`config.mk`:
```
export PLATFORM = sky130hd
export DESIGN_NAME = pipeline_wb_trace
export DESIGN_NICKNAME = d
export VERILOG_FILES = /design/src/rtl/pipeline_wb_trace.sv
export SDC_FILE = /design/constraint.sdc
export NUM_CORES = 1
export LEC_CHECK = 0
export BUFFER_PORTS_ARGS = -buffer_cell sky130_fd_sc_hd__buf_2
export CORE_AREA = 2 2 121 123
export CTS_BUF_LIST = sky130_fd_sc_hd__clkbuf_4
export DETAILED_ROUTE_END_ITERATION = 6
export DIE_AREA = 0 0 123 125
export PLACE_DENSITY = 0.54
export RECOVER_POWER = 100
export SLEW_MARGIN = 15
export SYNTH_ARGS = -nofsm -noshare
export SYNTH_HDL_FRONTEND = slang
export SYNTH_SLANG_ARGS = --single-unit
```
`constraint.sdc`:
```
create_clock -name clk -period 3.55 [get_ports clk]
set_clock_uncertainty 0.2 [all_clocks]
set_input_delay 0.5325 -clock clk [delete_from_list [all_inputs] [get_ports clk]]
set_output_delay 0.5325 -clock clk [all_outputs]
set_load 0.02 [all_outputs]
```
`src/rtl/pipeline_wb_trace.sv`:
```
// -----------------------------------------------------------------------------
// pipeline_wb_trace
//
// Write-back trace collector. Snoops the register-file write port of the
// pipeline and records every retired register write (destination, data and,
// optionally, a cycle timestamp) into a show-ahead FIFO that a debug host
// drains through a valid/pop handshake. Capture never back-pressures the
// pipeline: when the FIFO is full and nothing is popped, the write is dropped
// and the sticky overflow flag is raised.
//
// Optional feature macro: WB_TRACE_TS_EN
//   Adds a free-running TS_W-bit cycle counter, per-entry timestamp storage
//   and the rd_ts output port.
//
// Ports
//   clk       : single clock, rising edge
//   reset     : synchronous, active-high
//   wb_en     : write-back stage writes the register file this cycle
//   wb_rd     : destination register index
//   wb_data   : value being written
//   halt      : freeze capture (draining still works)
//   rd_en     : pop the head entry
//   rd_valid  : FIFO non-empty
//   rd_rd     : head entry destination index (don't-care when !rd_valid)
//   rd_data   : head entry data (don't-care when !rd_valid)
//   rd_ts     : head entry timestamp (WB_TRACE_TS_EN only)
//   count     : occupancy, 0..DEPTH
//   overflow  : sticky, a capture was dropped on a full FIFO
//   retired   : number of accepted entries, modulo 2^16
// -----------------------------------------------------------------------------
module pipeline_wb_trace #(
  parameter int DATA_W = 8,
  parameter int ADDR_W = 3,
  parameter int DEPTH  = 8,
  parameter int TS_W   = 16
) (
  input  logic                    clk,
  input  logic                    reset,
  input  logic                    wb_en,
  input  logic [ADDR_W-1:0]       wb_rd,
  input  logic [DATA_W-1:0]       wb_data,
  input  logic                    halt,
  input  logic                    rd_en,
  output logic                    rd_valid,
  output logic [ADDR_W-1:0]       rd_rd,
  output logic [DATA_W-1:0]       rd_data,
`ifdef WB_TRACE_TS_EN
  output logic [TS_W-1:0]         rd_ts,
`endif
  output logic [$clog2(DEPTH):0]  count,
  output logic                    overflow,
  output logic [15:0]             retired
);

  localparam int PW = $clog2(DEPTH);
  localparam int CW = PW + 1;

  logic [PW-1:0]     wr_ptr;
  logic [PW-1:0]     rd_ptr;
  logic [ADDR_W-1:0] rd_mem   [DEPTH];
  logic [DATA_W-1:0] data_mem [DEPTH];

  logic capture;
  logic full;
  logic pop;
  logic push;

  // Register 0 is hard-wired; writes to it never retire architecturally.
  assign capture  = wb_en && !halt && (wb_rd != '0);
  assign full     = (count == CW'(DEPTH));
  assign rd_valid = (count != '0);
  assign pop      = rd_en && rd_valid;
  // A pop in the same cycle frees the head slot, so a full FIFO still accepts.
  assign push     = capture && (!full || pop);

  // Show-ahead head: combinational read of registered pointer and storage only.
  assign rd_rd   = rd_mem[rd_ptr];
  assign rd_data = data_mem[rd_ptr];

  // NOTE: sequential state uses non-blocking assignments so every register
  // samples the pre-edge values of its neighbours, independent of block order.
  always_ff @(posedge clk) begin
    if (reset) begin
      wr_ptr   <= '0;
      rd_ptr   <= '0;
      count    <= '0;
      overflow <= 1'b0;
      retired  <= '0;
    end else begin
      // Pointers wrap naturally at DEPTH because DEPTH is a power of two.
      if (push) wr_ptr <= wr_ptr + 1'b1;
      if (pop)  rd_ptr <= rd_ptr + 1'b1;

      if (push && !pop)      count <= count + 1'b1;
      else if (pop && !push) count <= count - 1'b1;

      if (push)             retired  <= retired + 16'd1;
      if (capture && !push) overflow <= 1'b1;
    end
  end

  // NOTE: the storage array has no reset; only the pointers and count define
  // which slots hold live data, so clearing the array would buy nothing.
  always_ff @(posedge clk) begin
    if (push && !reset) begin
      rd_mem[wr_ptr]   <= wb_rd;
      data_mem[wr_ptr] <= wb_data;
    end
  end

`ifdef WB_TRACE_TS_EN
  logic [TS_W-1:0] cycle_cnt;
  logic [TS_W-1:0] ts_mem [DEPTH];

  // Free-running: keeps counting through halt so timestamps stay in real time.
  always_ff @(posedge clk) begin
    if (reset) cycle_cnt <= '0;
    else       cycle_cnt <= cycle_cnt + 1'b1;
  end

  always_ff @(posedge clk) begin
    if (push && !reset) ts_mem[wr_ptr] <= cycle_cnt;
  end

  assign rd_ts = ts_mem[rd_ptr];
`endif

endmodule

```
After elaboration in Yosys (flattened, before gate mapping) --
Memory sizes are Yosys's and may differ from the RTL's. A register that Yosys moved wholly into a read port is not among the register bits. Index checks and enable logic that the tools add are counted.
Operators by class: $add $sub $neg 5, multipliers 0, divide/modulo/power cells 0, $lt $le $gt $ge 0, equality and inequality tests 1, shift operators 0, multiplexer cells 8, bitwise operators 0, reductions and logical operators 17
Operator list (count):
- $add 16x1->16 const B | 1
- $mux 3 | 4
- $logic_and 1x1->1 | 8
- $mux 4 | 2
- $add 3x1->3 const B | 2
- $logic_not 1->1 | 5
- $add 4x1->4 const B | 1
- $eq 4x4->1 const B | 1
- $reduce_bool 4->1 | 1
- $sub 4x1->4 const B | 1
- $reduce_bool 3->1 | 1
- $mux 1 | 2
- $reduce_bool 2->1 | 1
- $logic_or 1x1->1 | 1
Storage, ports and cells: bits in registers 27, bits in latches 0, RAM bits 88, ROM bits 0, bits of input ports 16, output and inout port bits 33, memories 2
Memory list:
- data_mem | depth 8, width 8, read ports 1, clocked after memory_dff 1, wr ports 1, line 61 | logic [DATA_W-1:0] data_mem [DEPTH];
- rd_mem | depth 8, width 3, read ports 1, clocked after memory_dff 1, wr ports 1, line 60 | logic [ADDR_W-1:0] rd_mem [DEPTH];

Longest topological paths before layout --
depth after elaboration 8, mapped depth 14, gate-level depth less buffers 12

Worst setup path after synthesis --
Ideal clock, no wire load.
kind reg2reg, start point reg count[0], end point mem data_mem[4][0] (enable), arrival time 2510 ps, required time 2942 ps, setup slack 432 ps, stages on the path, launching flop included 9, buffers on the path 2, clock period less this slack 3118 ps, path through dfxtp_1 -> nor3_1 -> and2_1 -> buf_6 -> nand2b_4 -> buf_6 -> clkinv_1 -> nand2_1 -> nor4_1
Between the ends: cells in the longest elaborated chain, start to end 7, elaborated cells on any way between the ends 9
Ends and longest elaborated chain:
- from (decl) | line 50 | output logic [$clog2(DEPTH):0] count,
- from (signal assigned) | line 94 | if (push && !pop) count <= count + 1'b1;
- from (signal assigned) | line 95 | else if (pop && !push) count <= count - 1'b1;
- $eq 4x4->1 or $reduce_bool 4->1 (tied branches) | line 70, 71
- $logic_not 1->1 or $logic_and 1x1->1 (tied branches) | line 74, 72
- $logic_or 1x1->1 * | line 74 | assign push = capture && (!full || pop);
- $logic_and 1x1->1 * | line 74
- $logic_and 1x1->1 * | line 105 | if (push && !reset) begin
- $mux 1 * | line 105
- $mux 1 (implied by the code) * | line 107 | data_mem[wr_ptr] <= wb_data;
- to (decl) | line 61
Every way passes the cells marked *; elsewhere a longest branch is shown, timed or not.

Final worst setup path --
start point reg count[0], end point reg count[3]
Between the ends: cells in the longest elaborated chain, start to end 7, elaborated cells on any way between the ends 15
Ends and longest elaborated chain:
- branches (longest 7 deep; another with $sub 4x1->4)
Several ways; the timed one is not identified. The select of a mux whose other input is x is not followed. A chain may end at the register's enable or synchronous reset.

==> qor.yml <==
cts:
  clock_latency_ps: 520
  clk_pin_slew_ps: 100
  cts_tree: "built"
  cts.sink_count: 118
  postCtsResizedCells: 0
  cts_hold_buffers: 0
  cts_buffer_depth: 2
  cts_setup_buffers: 0
  ctsHtreeMaxLevel: 4
  numCtsBuffers: 17
  root_buffer: "clkbuf_4"
power_and_ir_drop:
  p_sw_share_pct: 28.53
  ir_drop_mv: 0.3984
  p_sw_w: 0.0009661
  p_leak_nw: 1.698
  power.total_w: 0.003386
  power-per-cell-area_mw_per_mm2: 622.2
  pwr-share-comb_pct: 22.1
  p_seq_share_pct: 46.5
  p_int_w: 0.002420
  p_clk_share_pct: 31.4
die:
  die_height_um: 125
  core_sq_mm: 0.01420
  dieArea_sq_mm: 0.01538
  io_pins: 49
  fp.dieW_um: 123
  start_util_pct: 33.23
  rows: 44
layout:
  fill_cells: 1379
  regArea_sq_mm: 0.003243
  fin_nets: 376
  fin_util_pct: 38.32
  n_antenna_cell: 0
  syn_to_final_growth_pct: 15.32
  drive_above_1_share_pct: 19.95
  multi_input_area_sq_mm: 0.001408
timing:
  finalCriticalPeriod_ps: 3099
  worst-slew-pin-transition_ps: 907.1
  maxSlewViolCount: 0
  final-hold-violation-count: 0
  relSlewSlack_pct: 39.53
  setup_viol: 0
  timing.setup.tns_ps: 0
  period_share_pct: 87.29
  rsz0062_at_grt: "no"
  fmax_ghz: 0.3227
route:
  met2_length_um: 4600
  vias: 2638
  drt-total-wl_um: 9241
  drc_errors: 0
  wl_per_cell_um: 16.80
  viasPerCell: 4.796
  drt_iter0_drc: 218
  highest_layer: "met4"
  ant_nets: 0
  wl_met3_um: 450
  met1Wirelength_um: 4052
  firstDrtPassIters: 4
job:
  drv_cap: 0
placed_design:
  place.gp.congestion: 0.7703
  place_hpwl_um: 5703
  portBuffers: 48
synthesis:
  syn_inst: 287
  ys_seq_elements: 118
  syn_area_per_cell_sq_um: 16.44
  ys_types: 39
  syn_area_sq_mm: 0.004720
  synthArstFlopShare_pct: 0
  yosysWarnings: 0
  seq_area_frac_synth_pct: 68.72
  synth_edf_count: 88
  syn-num-nets: 310
  synth_flop_cell: "edfxtp_1"
worst_setup_path:
  critPathLaunchType: "register"
  required_ps: 3800
  end_kind: "register"
  path_max_fanout: 10
  worstSetupStartpoint: "count[0]"
  r2r_start: "count[0]"
  crit_type: "register to register"
  crit_arrival_ps: 3350
outcome:
  status: "finished clean"
hold_path:
  min_from: "rd_en"
  hp-class: "primary input to register"
global_route:
  grt_max_degree: 33
  antenna_found_initial: 0
  grt_remaining_overflow: 0
  track_usage_pct: 13.09
  grt_pass1_wl_um: 14700
  grt_pass1_vias: 2782
layout make-up:
| cell class | instances | area share, % |
|---|---|---|
| clock buffers | 18 | 2.483 |
| clock inverters | 14 | 3.379 |
| inverters | 2 | 0.1379 |
| multi-input cells | 155 | 25.86 |
| flip-flops and latches | 118 | 59.59 |
| well taps | 184 | 4.230 |
| repair buffers | 59 | 4.322 |
critical path: stages (launching register included):
cell      delay (ps)
dfxtp_1          380
nor3_1           340
and2_2           330
nand2b_4         210
clkinv_1         100
ha_1             220
inv_1            120
ha_1             240
a21o_1           180
a21oi_1          170
xnor2_1           90
or3_1            310
a21oi_1          140
metrics by stage:
step,hold slack (ps),worst slack (ps),cell area (sq um),cells
finish,139.6,451.2,5443,550
global route,103.4,138.6,5443,550
CTS,36.52,292.7,5542,550
detailed placement,287.9,252.9,5223,518
global placement,276.2,356.3,5223,518
floorplan,254.1,432.4,4720,287
cell families (layout without fill, tap and decap cells):
| kind of cell | after synthesis | count (layout) | synth area share, % |
|---|---|---|---|
| AO/OA/AOI/OAI | 12 | 12 | 1.432 |
| XOR/XNOR | 21 | 21 | 3.897 |
| adder cells (fa/ha/maj) | 7 | 7 | 2.015 |
| buffers and inverters | 14 | 93 | 1.484 |
| flip-flops | 118 | 118 | 68.72 |
| multiplexers | 34 | 34 | 13.34 |
| AND/OR/NAND/NOR | 81 | 81 | 9.120 |
cells in the mapped netlist, types with 3 or more instances:
cell | instances | area (sq um)
nor4_1 | 4 | 25.02
xnor2_1 | 12 | 105.1
nand2_1 | 13 | 48.80
nand4_1 | 4 | 25.02
nor2_1 | 29 | 108.9
xor2_1 | 9 | 78.83
ha_1 | 6 | 75.07
nor4b_1 | 3 | 26.28
edfxtp_1 | 88 | 2643
nor3_1 | 6 | 30.03
nand3_1 | 5 | 25.02
and3_1 | 3 | 18.77
mux4_2 | 22 | 495.5
a21oi_1 | 8 | 40.04
mux2_2 | 11 | 123.9
dfxtp_1 | 30 | 600.6
clkbuf_1 | 8 | 30.03
final timing paths:
path | end | cells after the start | slack, ps
worst min-delay path | register | 3 | 140
worst min register to register | register | 2 | 300
worst max register to register | count[3] | 12 | 450
worst max-delay path | count[3] | 12 | 450
sequential cells by signal, summed over array words and instances (netlist names), named ones only:
name	count
overflow	1
wr_ptr	3
retired	16
count	4
rd_ptr	3
rd_mem	24
data_mem	64
power by group through the flow:
stage | Sequential (W) | Combinational [W] | Clock [W]
after floorplan | 0.00164 | 0.000557 | 0
after global placement | 0.00160 | 0.000784 | 0
after detailed placement | 0.00161 | 0.000789 | 0
after CTS | 0.00158 | 0.000792 | 0.00110
after global routing | 0.00158 | 0.000839 | 0.00117
final | 0.00157 | 0.000748 | 0.00106
metal layers:
layer  up-vias  GRT usage [%]
li1       1238              -
met1      1326          16.68
met2        62          20.38
met3        12          4.334
met4         0          5.615
met5         -              0
cells in the final DEF, fill, tap and decap left out, types with 2 or more instances in the layout:
cell and n:
mux4_2 22, clkbuf_1 52, bufinv_16 4, a21oi_1 8
edfxtp_1 88, clkinv_1 3, dfxtp_1 30, buf_2 5
nand4_1 4, nand3_1 5, nor4b_1 3, clkinv_2 2
mux2_2 11, nor3b_1 2, nor3_1 6, xor2_1 9
and4_1 2, nor2_1 29, xnor2_1 12, nand2_1 13
nor4_1 4, clkinvlp_4 5, clkbuf_4 19, and3_1 3
ha_1 6
No activity file was read; power rests on OpenSTA's default activity.
